$ cat config.mk
export PLATFORM = sky130hd
export DESIGN_NAME = instr_stage_sequencer
export DESIGN_NICKNAME = d
export VERILOG_FILES = /design/src/rtl/instr_stage_sequencer.sv
export SDC_FILE = /design/constraint.sdc
export NUM_CORES = 1
export LEC_CHECK = 0
export BUFFER_PORTS_ARGS = -buffer_cell sky130_fd_sc_hd__buf_2
export CAP_MARGIN = 10
export CORE_AREA = 2 2 39 41
export CTS_BUF_LIST = sky130_fd_sc_hd__clkbuf_8
export DETAILED_ROUTE_END_ITERATION = 12
export DIE_AREA = 0 0 41 43
export PLACE_DENSITY = 0.56
export SYNTH_ARGS = -nofsm -noshare
export SYNTH_HDL_FRONTEND = slang
export SYNTH_SLANG_ARGS = --single-unit
$ cat constraint.sdc
create_clock -name clk -period 1.6 [get_ports clk]
set_clock_uncertainty 0.05 [all_clocks]
set_input_delay 0 -clock clk [delete_from_list [all_inputs] [get_ports clk]]
set_output_delay 0 -clock clk [all_outputs]
set_load 0.1 [all_outputs]
$ cat src/rtl/instr_stage_sequencer.sv
// instr_stage_sequencer: multicycle FETCH/DECODE/EXEC/MEM/WB sequencer for the
// 16-bit RISC core. Steps each instruction through the stages its opcode class
// needs, stalls on imem/dmem ready and issues the PC write strobe in the last
// cycle of the instruction.
//
// Optional build macro SEQ_PERF_CNT_EN adds cycle_count / instr_count outputs.
//
// Handshake: imem_ready is only looked at in FETCH and dmem_ready only in MEM;
// a stage waiting on its ready holds its state and its stage enable, and no
// pc_we is issued in a stalled cycle. The current state is visible on 'stage'.
module instr_stage_sequencer #(
  parameter int OPW   = 4,
  parameter int CNT_W = 32
) (
  input  logic           clk,
  input  logic           rst_n,
  input  logic           run,
  input  logic [OPW-1:0] opcode,
  input  logic           imem_ready,
  input  logic           dmem_ready,
  output logic [2:0]     stage,
  output logic           ir_we,
  output logic           cu_enable,
  output logic           alu_en,
  output logic           mem_en,
  output logic           wb_en,
  output logic           pc_we,
  output logic           instr_done
`ifdef SEQ_PERF_CNT_EN
  ,
  output logic [CNT_W-1:0] cycle_count,
  output logic [CNT_W-1:0] instr_count
`endif
);

  typedef enum logic [2:0] {
    S_IDLE   = 3'd0,
    S_FETCH  = 3'd1,
    S_DECODE = 3'd2,
    S_EXEC   = 3'd3,
    S_MEM    = 3'd4,
    S_WB     = 3'd5
  } state_t;

  // Elaboration-time sanity check of the parameters.
  if (OPW < 4 || CNT_W < 1) begin : g_bad_param
    $error("instr_stage_sequencer: OPW must be >= 4 and CNT_W >= 1");
  end

  state_t     r_state;
  state_t     w_next;
  logic       r_instr_done;
  logic [3:0] w_op;
  logic       w_is_load;
  logic       w_is_store;
  logic       w_is_branch;
  logic       w_is_jump;
  state_t     w_boundary;
  logic       w_ir_we;
  logic       w_cu_enable;
  logic       w_alu_en;
  logic       w_mem_en;
  logic       w_wb_en;
  logic       w_pc_we;

  // Opcode class decode; ALU ops are everything not listed here (0000-0100).
  assign w_op        = opcode[3:0];
  assign w_is_load   = (w_op == 4'b0101) || (w_op == 4'b0110);
  assign w_is_store  = (w_op == 4'b0111) || (w_op == 4'b1111);
  assign w_is_branch = (w_op[3:2] == 2'b10);
  assign w_is_jump   = (w_op == 4'b1100) || (w_op == 4'b1101) || (w_op == 4'b1110);

  // run is only sampled at the instruction boundary.
  assign w_boundary  = run ? S_FETCH : S_IDLE;

  // State register; reset abandons any instruction in flight.
  always_ff @(posedge clk or negedge rst_n) begin
    if (!rst_n) begin
      r_state <= S_IDLE;
    end else begin
      r_state <= w_next;
    end
  end

  // Next state, Moore stage enables and the Mealy pc_we strobe.
  always_comb begin
    w_next      = r_state;
    w_ir_we     = 1'b0;
    w_cu_enable = 1'b0;
    w_alu_en    = 1'b0;
    w_mem_en    = 1'b0;
    w_wb_en     = 1'b0;
    w_pc_we     = 1'b0;
    case (r_state)
      S_IDLE: begin
        if (run) w_next = S_FETCH;
      end
      S_FETCH: begin
        w_ir_we = imem_ready;
        if (imem_ready) w_next = S_DECODE;
      end
      S_DECODE: begin
        w_cu_enable = 1'b1;
        if (w_is_jump) begin
          // CALL's link write happens in the control unit under cu_enable.
          w_pc_we = 1'b1;
          w_next  = w_boundary;
        end else begin
          w_next  = S_EXEC;
        end
      end
      S_EXEC: begin
        w_alu_en = 1'b1;
        if (w_is_branch) begin
          w_pc_we = 1'b1;
          w_next  = w_boundary;
        end else if (w_is_load || w_is_store) begin
          w_next  = S_MEM;
        end else begin
          w_next  = S_WB;
        end
      end
      S_MEM: begin
        w_mem_en = 1'b1;
        if (dmem_ready) begin
          if (w_is_store) begin
            w_pc_we = 1'b1;
            w_next  = w_boundary;
          end else begin
            w_next  = S_WB;
          end
        end
      end
      S_WB: begin
        w_wb_en = 1'b1;
        w_pc_we = 1'b1;
        w_next  = w_boundary;
      end
      default: begin
        w_next = S_IDLE;
      end
    endcase
  end

  // instr_done is pc_we delayed by one cycle.
  always_ff @(posedge clk or negedge rst_n) begin
    if (!rst_n) begin
      r_instr_done <= 1'b0;
    end else begin
      r_instr_done <= w_pc_we;
    end
  end

  assign stage      = r_state;
  assign ir_we      = w_ir_we;
  assign cu_enable  = w_cu_enable;
  assign alu_en     = w_alu_en;
  assign mem_en     = w_mem_en;
  assign wb_en      = w_wb_en;
  assign pc_we      = w_pc_we;
  assign instr_done = r_instr_done;

`ifdef SEQ_PERF_CNT_EN
  logic [CNT_W-1:0] r_cycle_count;
  logic [CNT_W-1:0] r_instr_count;

  // Free-running busy-cycle and retired-instruction counters, wrapping.
  always_ff @(posedge clk or negedge rst_n) begin
    if (!rst_n) begin
      r_cycle_count <= '0;
      r_instr_count <= '0;
    end else begin
      if (r_state != S_IDLE) r_cycle_count <= r_cycle_count + 1'b1;
      if (w_pc_we)           r_instr_count <= r_instr_count + 1'b1;
    end
  end

  assign cycle_count = r_cycle_count;
  assign instr_count = r_instr_count;
`endif

endmodule

Word level (Yosys, flattened, before mapping)
Index checks and enable logic that the tools add are counted.
- multiplexer cells: 19
- reduce and logical (&&, ||, !) cells: 7
- equal/unequal tests: 16
- operators with widths (operator ; count):
    3-bit case mux with 6 select lines ; 1
    4-bit equality test (second input constant) ; 4
    3-bit two-way mux ; 5
    4-bit by 3-bit equality test with 1-bit output (second input constant) ; 3
    1-bit two-way mux ; 11
    3-bit by 2-bit equality test with 1-bit output (second input constant) ; 2
    3-bit equality test (second input constant) ; 2
    2-bit != test (second input constant) ; 3
    1-bit logical OR ; 5
    1-bit case mux with 4 select lines ; 1
    3-bit by 1-bit equality test with 1-bit output (second input constant) ; 1
    3-bit zero test ; 1
    3-bit AND reduction ; 1
    2-bit equality test (second input constant) ; 1
    2-bit two-way mux ; 1
- bits in registers: 4
- logic and storage cells: 44
- bits of input ports: 9
- output and inout port bits: 10

Logic depth before layout (Yosys ltp)
- depth in word-level cells: 6
- depth in mapped cells: 5
- gate-level depth less buffers: 4

Worst setup path after synthesis
OpenSTA, ideal clock, no wires.
- path type: flip-flop to flip-flop
- from: reg r_state[0], in the netlist stage[0]
- to: reg r_instr_done, in the netlist instr_done
- library setup time: 0.366 ns
- period minus slack after synthesis: 4.030 ns
- cell stages (with the launch flop): 4
- arrival time: 3.614 ns
- slack: -2.430 ns
- path buffers: 1
- data required time: 1.184 ns
- cells stage by stage: dfrtp_1 -> buf_2 -> a31oi_1 -> o32ai_1
- longest elaborated chain between the ends: 2
- elaborated cells on any way between the ends: 5
- classes of those cells: eq/ne: 4; mux: 1
- ends and longest elaborated chain (element ; RTL line ; source):
    from (decl) ; 50 ; state_t r_state;
    from (signal assigned) ; 81 ; r_state <= w_next;
    3-bit equality test or 3-bit by 2-bit equality test with 1-bit output (tied branches) ; 94 ; case (r_state)
    1-bit case mux with 4 select lines * ; 94 ;
    net pc_we ; 27 ; output logic pc_we,
    to (signal assigned) ; 150 ; r_instr_done <= w_pc_we;
    to (decl) ; 52 ; logic r_instr_done;
Mark *: on every way through the listed nets, which the timed path passes. The rest lies on a longest branch.
A chain may end at the register's enable or synchronous reset.

Worst setup path after layout
- from: reg r_state[0], in the netlist stage[0]
- to: out pc_we
- longest elaborated chain between the ends: 2
- elaborated cells on any way between the ends: 5
- classes of those cells: eq/ne: 4; mux: 1
- ends and longest elaborated chain (element ; RTL line):
    3-bit equality test or 3-bit by 2-bit equality test with 1-bit output (tied branches) ; 94
    1-bit case mux with 4 select lines * ; 94
    to (decl) ; 27
Every way passes the cells marked *; elsewhere a longest branch is shown, timed or not.

==> impl_metrics.py <==
metrics = {
    "layout": {
        "nFillCells": 145,
        "final_nets": 71,
        "fin_area_um2": 590.6,
        "antennaDiodeCount": 0,
        "layout-drive-gt1-share": 0.5410,
        "area_growth_pct": 93.44,
    },
    "worst_setup_path": {
        "ff2ff_path_depth": 4,
        "required_ns": 1.55,
        "r2r-start": "stage[1]",
        "start_kind": "flop",
        "crit_type": "reg -> out",
        "cp-end-kind": "primary output",
        "crit_start": "stage[0]",
        "ff2ff_setup_slack_ns": 0.25,
        "cp-endpoint": "pc_we",
        "r2r-end": "stage[0]",
        "crit_fanout": 11,
        "cp_data_arrival_time_ns": 1.48,
    },
    "global_route": {
        "busiest_layer": "met2",
        "grt_max_degree": 12,
        "grt_pass1_wl_um": 1442,
        "use_met1": 0.1424,
        "grt_remaining_overflow": 0,
        "met3_usage": 0.05236,
        "grt_pass1_vias": 357,
        "antenna_found_initial": 0,
        "grtUsageMet2": 0.1719,
        "grt_usage": 0.1278,
    },
    "sta": {
        "clock.fmax_mhz": 653.2,
        "finalHoldViolations": 0,
        "setup_slack_ns": 0.06916,
        "tightest_slew_ns": 0.4840,
        "layout_worst_path_cycle_share": 0.9568,
        "finalSetupViolCount": 0,
        "fin_crit_ns": 1.531,
        "max_slew_margin": 0.6796,
        "rsz0062_at_grt": "false",
        "drv_slew": 0,
    },
    "routing": {
        "post_drt_via_cell_ratio": 4.792,
        "wirelength_um": 892,
        "dr.pass1.iters": 3,
        "avgRoutedWirePerCell_um": 11.58,
        "postRouteAntennaNets": 0,
        "drcViolationCount": 0,
        "drt_iter0_drc": 2,
        "num_vias": 369,
    },
    "place": {
        "post-place-ws_ns": 0.2585,
        "place_hpwl_um": 689.6,
        "routabilityCongestion": 0.7762,
        "io_buffers": 18,
        "place_area_um2": 535.5,
    },
    "synthesis": {
        "synth_edf_count": 0,
        "synth_flop_cell": "dfrtp_1",
        "yosysWarnings": 0,
        "syn_nets": 49,
        "synthCells": 40,
        "ys_seq_elements": 4,
        "syn-cell-area_um2": 305.3,
        "ys_types": 24,
        "synth_top_area_cell": "dfrtp_1",
        "synth_seq_area_share": 0.3279,
        "syn_avg_cell_area_um2": 7.632,
        "yosys.area.top_type_share": 0.3279,
        "async_flop_share": 1.000,
        "synth.area.top_cells": "dfrtp_1 33%, nand2_1 6.1%, nor2_1 6.1%",
    },
    "cts": {
        "cts.sinks": 4,
        "cts_root_buffer": "clkbuf_8",
        "ctsResizeCount": 0,
        "clock_latency_ns": 0.22,
        "hold_buffers": 1,
        "numCtsBuffers": 3,
        "clockBufferDepth": 2,
        "htree_levels": 1,
        "cts.clk_slew.worst_paths_ns": 0.03,
        "cts_tree": "yes",
        "cts_setup_buffers": 0,
    },
    "die": {
        "core_area_um2": 1384,
        "die_h_um": 43,
        "initial_core_util": 0.2206,
        "die_x_um": 41,
        "ios": 19,
        "num_rows": 14,
        "dieArea_um2": 1763,
    },
    "flow_run": {
        "maxCapViolations": 0,
    },
    "status": {
        "status": "finished clean",
    },
    "hold_path": {
        "min_path_type": "in -> async",
    },
}
==> critical path: stages, from the launching register on <==
cell and delay (ns):
dfrtp_4 0.53, nor2b_1 0.18, o32ai_4 0.33, buf_12 0.21
==> flip-flops by register name (all words and copies together) (netlist names) <==
| name | flops |
|---|---|
| stage | 3 |
| instr_done | 1 |
==> synth_stat cells (2+ instances only) <==
library cell and number:
a31oi_1 2, and3_1 2, dfrtp_1 4, inv_1 2, nand2_1 5, nor2_1 5, nor2b_1 3
==> routing by layer <==
metal	vias to the layer above	wire, µm
met1	164	393
met5	-	0
met3	4	80
met2	16	385
li1	185	-
met4	0	33
==> layout by cell type (no fill, tap or decap), types with 2 or more instances in the layout <==
cell	Yosys	routed
buf_2	1	13
nand2_1	5	5
buf_12	0	5
nor2b_1	3	3
nor2_1	5	3
clkbuf_8	0	3
dfrtp_4	0	3
inv_1	2	2
a31oi_1	2	2
==> per-stage QoR <==
step                utilization  std cells  setup TNS (ns)  hold WS [ns]
floorplan                     -         40         -0.9746       -0.3456
global placement         0.3870         72               0       -0.2419
detailed placement       0.3870         72               0       -0.2443
CTS                      0.4268         77               0       0.06569
global route             0.4268         77               0       0.06972
finish                   0.4268         77               0       0.06872
==> cell type report <==
type,instances,area [µm²],share of cell area
clock buffers,3,41.29,0.06992
clock inverters,1,3.754,0.006356
inverters,3,15.01,0.02542
multi-input cells,31,224.0,0.3792
flip-flops and latches,4,111.4,0.1886
well taps,16,20.02,0.03390
repair buffers,19,175.2,0.2966
==> how the worst min path moves through the flow <==
stage          start          to  slack [ns]  cells past startpoint
2_1_floorplan  rst_n  instr_done       -0.35                      0
3_3_place_gp   rst_n  instr_done       -0.24                      1
3_5_place_dp   rst_n  instr_done       -0.24                      1
4_1_cts        rst_n    stage[2]        0.07                      2
5_1_grt        rst_n    stage[2]        0.07                      2
6_report       rst_n    stage[2]        0.07                      2
==> cell families (layout without fill, tap and decap cells) <==
kind of cell             Yosys count  after routing  synth area share
buffers and inverters              5             26           0.06554
AO/OA/AOI/OAI                     10             10            0.2418
AND/OR/NAND/NOR                   20             20            0.3279
adder cells (fa/ha/maj)            1              1           0.03688
flip-flops                         4              4            0.3279
Power is left out: the tool's default activity adds up to more than one toggle a clock period on the data nets, which glitch-free logic cannot reach.
